==> config.mk <==
export PLATFORM = sky130hd
export DESIGN_NAME = mem_access_stage
export DESIGN_NICKNAME = d
export VERILOG_FILES = /design/src/rtl/mem_access_stage.sv
export SDC_FILE = /design/constraint.sdc
export NUM_CORES = 1
export LEC_CHECK = 0
export CAP_MARGIN = 40
export CORE_ASPECT_RATIO = 1.5
export CORE_MARGIN = 8
export CORE_UTILIZATION = 40
export DETAILED_ROUTE_END_ITERATION = 8
export PLACE_DENSITY = 0.78
export SLEW_MARGIN = 20
export SYNTH_ARGS = -nofsm -noshare
export SYNTH_HDL_FRONTEND = slang
export SYNTH_SLANG_ARGS = --single-unit
export TNS_END_PERCENT = 100
==> constraint.sdc <==
create_clock -name clk_i -period 1.68 [get_ports clk_i]
set_input_delay 0.252 -clock clk_i [delete_from_list [all_inputs] [get_ports clk_i]]
set_output_delay 0.252 -clock clk_i [all_outputs]
set_load 0.05 [all_outputs]
==> src/rtl/mem_access_stage.sv <==
// mem_access_stage: MEM stage of the 5-stage RV32 pipeline.
// Takes the EX/MEM register outputs, issues word loads/stores to a multi-cycle
// data memory over a req/ack handshake, holds the upstream pipeline while an
// access is outstanding, and registers the MEM/WB bundle.
//
// Optional feature: define MEM_TIMEOUT_EN to abort an access that waits
// MEM_TIMEOUT cycles without mem_ack_i (sticky err_o). Without it WAIT lasts
// until the ack arrives and err_o is tied to 0.
//
// Ports:
//   clk_i, rst_i             clock, synchronous active-high reset
//   RegWrite_i .. RDaddr_i   EX/MEM register outputs
//   stall_o                  combinational hold for PC/IF/ID/ID-EX/EX-MEM
//   mem_req_o/we/addr/wdata  registered memory request
//   mem_ack_i, mem_rdata_i   one-cycle completion pulse and read data
//   RegWrite_o .. RDaddr_o   MEM/WB register
//   misalign_o               one-cycle pulse when a misaligned access is dropped
//   err_o                    sticky timeout flag
module mem_access_stage #(
   parameter int unsigned MEM_TIMEOUT = 16
) (
   input  logic        clk_i,
   input  logic        rst_i,
   input  logic        RegWrite_i,
   input  logic        MemtoReg_i,
   input  logic        MemRead_i,
   input  logic        MemWrite_i,
   input  logic [31:0] ALUresult_i,
   input  logic [31:0] RS2data_i,
   input  logic [4:0]  RDaddr_i,
   output logic        stall_o,
   output logic        mem_req_o,
   output logic        mem_we_o,
   output logic [31:0] mem_addr_o,
   output logic [31:0] mem_wdata_o,
   input  logic        mem_ack_i,
   input  logic [31:0] mem_rdata_i,
   output logic        RegWrite_o,
   output logic        MemtoReg_o,
   output logic [31:0] ALUresult_o,
   output logic [31:0] MemData_o,
   output logic [4:0]  RDaddr_o,
   output logic        misalign_o,
   output logic        err_o
);

   typedef enum logic {S_IDLE, S_WAIT} state_t;

   state_t state;
   logic   acc;
   logic   mis;
   logic   tmo;

   // Reject illegal timeout values at elaboration.
   if (MEM_TIMEOUT < 2 || MEM_TIMEOUT > 255) begin : g_bad_timeout
      $error("mem_access_stage: MEM_TIMEOUT must be in 2..255");
   end

   assign acc = MemRead_i | MemWrite_i;
   assign mis = acc & (ALUresult_i[1:0] != 2'b00);

`ifdef MEM_TIMEOUT_EN
   localparam logic [7:0] TMO_LAST = 8'(MEM_TIMEOUT - 1);
   logic [7:0] wait_cnt;
   logic       err_q;

   // Fires in the MEM_TIMEOUT-th WAIT cycle without ack; an ack in that cycle wins.
   assign tmo   = (state == S_WAIT) && !mem_ack_i && (wait_cnt == TMO_LAST);
   assign err_o = err_q;
`else
   assign tmo   = 1'b0;
   assign err_o = 1'b0;
`endif

   // Upstream hold: issuing cycle in IDLE, then every WAIT cycle that does not finish.
   always_comb begin
      stall_o = 1'b0;
      case (state)
         S_IDLE:  stall_o = acc & ~mis;
         S_WAIT:  stall_o = ~mem_ack_i & ~tmo;
         default: stall_o = 1'b0;
      endcase
   end

   // Stage FSM with registered memory request and MEM/WB bundle.
   always_ff @(posedge clk_i) begin
      if (rst_i) begin
         state       <= S_IDLE;
         mem_req_o   <= 1'b0;
         mem_we_o    <= 1'b0;
         mem_addr_o  <= '0;
         mem_wdata_o <= '0;
         RegWrite_o  <= 1'b0;
         MemtoReg_o  <= 1'b0;
         ALUresult_o <= '0;
         MemData_o   <= '0;
         RDaddr_o    <= '0;
         misalign_o  <= 1'b0;
`ifdef MEM_TIMEOUT_EN
         wait_cnt    <= '0;
         err_q       <= 1'b0;
`endif
      end else begin
         misalign_o <= 1'b0;
         case (state)
            S_IDLE: begin
               if (!acc) begin
                  RegWrite_o  <= RegWrite_i;
                  MemtoReg_o  <= MemtoReg_i;
                  ALUresult_o <= ALUresult_i;
                  RDaddr_o    <= RDaddr_i;
                  MemData_o   <= '0;
               end else begin
                  // Both the dropped misaligned access and the issue cycle write a bubble.
                  RegWrite_o  <= 1'b0;
                  MemtoReg_o  <= 1'b0;
                  ALUresult_o <= '0;
                  RDaddr_o    <= '0;
                  MemData_o   <= '0;
                  if (mis) begin
                     misalign_o <= 1'b1;
                  end else begin
                     // Read+write together is treated as a write.
                     mem_req_o   <= 1'b1;
                     mem_we_o    <= MemWrite_i;
                     mem_addr_o  <= ALUresult_i;
                     mem_wdata_o <= RS2data_i;
                     state       <= S_WAIT;
`ifdef MEM_TIMEOUT_EN
                     wait_cnt    <= '0;
`endif
                  end
               end
            end
            S_WAIT: begin
               if (mem_ack_i) begin
                  mem_req_o   <= 1'b0;
                  RegWrite_o  <= RegWrite_i;
                  MemtoReg_o  <= MemtoReg_i;
                  ALUresult_o <= ALUresult_i;
                  RDaddr_o    <= RDaddr_i;
                  MemData_o   <= mem_we_o ? 32'h0 : mem_rdata_i;
                  state       <= S_IDLE;
               end else if (tmo) begin
                  mem_req_o   <= 1'b0;
                  RegWrite_o  <= 1'b0;
                  MemtoReg_o  <= 1'b0;
                  ALUresult_o <= '0;
                  RDaddr_o    <= '0;
                  MemData_o   <= '0;
                  state       <= S_IDLE;
`ifdef MEM_TIMEOUT_EN
                  err_q       <= 1'b1;
`endif
               end else begin
`ifdef MEM_TIMEOUT_EN
                  wait_cnt    <= wait_cnt + 8'd1;
`endif
               end
            end
            default: state <= S_IDLE;
         endcase
      end
   end

endmodule
**After elaboration in Yosys (flattened, before gate mapping)**

Index checks and enable logic that the tools add are counted.

- Output and inout bits: 140
- Flip-flop bits (word level): 139

- Bitwise logic cells: 7
- Reductions and logical operators: 4
- Multiplexer cells: 25
- Equal/unequal tests: 3

Operator list:

| kind | number |
|---|---|
| $mux 32 | 4 |
| $pmux 32 s2 | 2 |
| $mux 1 | 11 |
| $mux 5 | 2 |
| $pmux 1 s2 | 5 |
| $pmux 5 s2 | 1 |
| $ne 2x2->1 const B | 3 |
| $reduce_and 3->1 | 2 |
| $not 1->1 | 4 |
| $reduce_or 3->1 | 1 |
| $and 1x1->1 | 2 |
| $reduce_bool 2->1 | 1 |
| $or 1x1->1 | 1 |

**Logic depth before layout (Yosys ltp)**

- Depth after elaboration: 5
- Gate-level depth with buffers: 5

**Worst setup path after synthesis**

OpenSTA, ideal clock, no wires.

- Kind: register -> register
- Start point: register mem_we_o
- End point: register MemData_o[10]
- Path slack: 0.247 ns
- Arrival: 1.305 ns
- Cell stages (with the launch flop): 6
- Path buffers: 2
- Data required time: 1.552 ns
- Library setup time: 0.128 ns
- Cells stage by stage: dfxtp_1 -> and3b_1 -> clkbuf_1 -> buf_2 -> a22oi_1 -> nor2_1

- Longest elaborated chain between the ends: 3

Ends and longest elaborated chain:

| what | line | source |
|---|---|---|
| start: declaration | 33 | `output logic mem_we_o,` |
| start signal: assignment | 125 | `mem_we_o <= MemWrite_i;` |
| $mux 32 | 142 | `MemData_o <= mem_we_o ? 32'h0 : mem_rdata_i;` |
| $mux 32 | 136 | `if (mem_ack_i) begin` |
| $pmux 32 s2 | 105 | `case (state)` |
| end signal: assignment | 142 |  |
| end: declaration | 41 | `output logic [31:0] MemData_o,` |

Every way passes these cells. The select of a mux whose other input is x is not followed.
A chain may end at the register's enable or synchronous reset.

**Worst setup path after layout**

- Start point: input port ALUresult_i[0]
- End point: output port stall_o

- Longest elaborated chain between the ends: 5

Ends and longest elaborated chain:

| what | line | source |
|---|---|---|
| start: declaration | 28 | `input logic [31:0] ALUresult_i,` |
| $reduce_bool 2->1 | 60 | `assign mis = acc & (ALUresult_i[1:0] != 2'b00);` |
| $and 1x1->1 | 60 |  |
| $not 1->1 (no line) | - |  |
| $and 1x1->1 | 79 | `S_IDLE: stall_o = acc & ~mis;` |
| $pmux 1 s2 | 78 | `case (state)` |
| end: declaration | 31 | `output logic stall_o,` |

Every way passes these cells.

==> flow_summary.yaml <==
clocking:
  htreeDepth: 4
  cts_tree: "yes"
  cts_sinks: 139
  post_cts_buffers: 0
  cts_root_buf: "clkbuf_16"
  postCtsHoldBufs: 0
  cts.path.max_buffers: 2
  clk_latency_ns: 0.41
  cts_buffers: 17
  path_clk_slew_ns: 0.06
layout:
  layout-drive-gt1-share_pct: 23.53
  final_cell_mix: "buf_4 (147), dfxtp_1 (138), nand2b_1 (126)"
  stdcell_area_um2: 8259
  post-route-util_pct: 61.62
  area_delta_synth_final_pct: 51.92
  final_nets: 913
  seqCellArea_um2: 2784
  diodes: 0
  multiInputGateArea_um2: 2407
  fill_cells: 1142
  layout_commonest_cell: "buf_4"
drt:
  drt-pass1-iter-count: 5
  wl_per_cell_um: 17.06
  drtIter0Drc: 181
  ant_nets: 0
  drcViolationCount: 0
  drt_wl_total_um: 16690
  routed_via_density: 4.873
  vias: 4766
critical_path:
  end_kind: "output port"
  crit_chain: "clkdlybuf4s50_1, nor2_1, nand2b_4, nand2_2, buf_12"
  cpPeakStageDelay_ns: 0.52
  required_ns: 1.43
  crit_family: "buffers and inverters"
  cp_max_fo: 3
  cp_data_arrival_time_ns: 1.36
  crit_type: "primary input to output port"
  critPathLaunchType: "primary input"
  cp.buffers_inverters: 2
  cp_slowest_cell: "clkdlybuf4s50_1"
grt:
  gr-usage-all-layers_pct: 18.78
  antenna_found_initial: 0
  grt_overflow_total: 0
  grt_pass1_vias: 5115
  grt_max_degree: 88
  grt_pass1_wl_um: 27080
logic_synthesis:
  synthTopCellsByArea: "dfxtp_1 (51%), nand2b_1 (15%), mux2i_1 (12%)"
  synth_seq_cells: 139
  syn_area_per_cell_um2: 9.488
  ys.warnings.count: 0
  synth_area_leader_cell: "dfxtp_1"
  mappedNetlistArea_um2: 5436
  synth_fp_nets: 681
  netlist_instances: 573
  synth_seq_area_share_pct: 51.19
  synth_top_area_share_pct: 51.19
  ys_types: 19
sta:
  drv_slew: 0
  hold_violations: 0
  period_minus_slack_ns: 1.609
  post-route-period-util_pct: 95.80
  tns_ns: 0
  setup_viol: 0
  rsz0062_at_grt: "false"
  max_freq_mhz: 621.3
  skew_ns: 0.01019
status:
  outcome: "finished, final reports clean"
floorplanning:
  die_x_um: 111.2
  initial_core_util_pct: 40.56
  io_pins: 248
  die_area_um2: 17650
  coreArea_um2: 13400
  die_h_um: 158.8
  std_cell_rows: 52
power:
  vdd_drop_max_mv: 0.6115
  power_density_nw_per_um2: 1009
  p_leak_nw: 3.457
placement:
  hpwl_um: 12470
  place_congestion: 0.7700
  postPlaceCellArea_um2: 7687
  numPortBuffers: 246
flow_run:
  drv_cap: 0
min_path:
  hold_path_class: "primary input to flop"
[repair_timing]
action,4_1_cts,5_1_grt
resized for setup,2,1
pin swaps,0,1
endpoints found under the setup margin,1,1
[flip-flops by register name, indices dropped and copies added (netlist names)]
name,cells
ALUresult_o,32
MemData_o,32
mem_addr_o,32
mem_wdata_o,32
RDaddr_o,5
MemtoReg_o,1
RegWrite_o,1
mem_req_o,1
mem_we_o,1
misalign_o,1
state,1
[where the power goes]
part | switching, W | total [W] | leakage (nW) | internal, W
logic | 0.000776 | 0.00134 | 2.06 | 0.000568
clock network | 0.00137 | 0.00350 | 0.270 | 0.00214
registers | 0.0000701 | 0.00349 | 1.13 | 0.00342
total | 0.00221 | 0.00834 | 3.46 | 0.00612
[worst reg2reg max path, delay by kind of cell (launching register included)]
kind | cells | cell delay [ns]
muxes | 1 | 0.26
and+or+nand+nor | 1 | 0.25
buffers and inverters | 1 | 0.30
DFF | 1 | 0.34
AOI/OAI and AO/OA | 1 | 0.19
[path summary, 6_finish.rpt]
kind	startpoint	end	slack [ns]	depth (start not counted)
worst max-delay path	ALUresult_i[0]	stall_o	0.07	5
worst min-delay path	rst_i	MemData_o[28]$_SDFFE_PP0P_	0.23	2
worst max register to register	state$_SDFF_PP0_	mem_addr_o[12]$_SDFFE_PP0P_	0.25	4
worst min register to register	ALUresult_o[22]$_SDFFE_PP0P_	ALUresult_o[22]$_SDFFE_PP0P_	0.45	2
[layout make-up]
type	instances	share of cell area, %
Clock buffer	20	5.651
Timing Repair Buffer	260	27.90
Sequential cell	139	33.71
Tap cell	162	2.454
Multi-Input combinational cell	387	29.15
Clock inverter	10	1.136
[routing by layer]
metal / routed length, µm / track usage, %
met3: 1611 / 9.238
met4: 265 / 6.391
met5: 0 / 0
met1: 6241 / 19.06
met2: 8571 / 32.57
[metrics by stage]
step / total power, W / setup WS [ns] / hold WS [ns] / cells
6_report: 0.008336 / 0.07054 / 0.2268 / 978
5_1_grt: 0.008683 / 0.02780 / 0.2185 / 978
4_1_cts: 0.008419 / 0.03422 / 0.2097 / 978
3_5_place_dp: 0.004911 / -0.1341 / 0.4445 / 948
3_3_place_gp: 0.004886 / -0.04478 / 0.4398 / 948
2_1_floorplan: 0.004333 / 0.2472 / 0.3925 / 573
[cells in the mapped netlist]
library cell,number
dfxtp_1,139
nand2b_1,129
nand2_1,81
mux2i_1,63
a21oi_1,41
nor2_1,33
a22oi_1,32
buf_2,20
clkbuf_1,19
buf_8,4
buf_4,2
buf_6,2
nor3b_1,2
and3b_1,1
conb_1,1
nor2b_1,1
nor3_1,1
nor3_4,1
o21bai_4,1
[cell families after synthesis]
logic type / count (synthesis) / share of synthesized area [%]
AO/OA/AOI/OAI: 74 / 8.539
AND/OR/NAND/NOR: 249 / 23.66
flip-flops: 139 / 51.19
other: 1 / 0.06898
multiplexers: 63 / 11.60
buffers and inverters: 47 / 4.948
(Power assumes the default switching activity.)
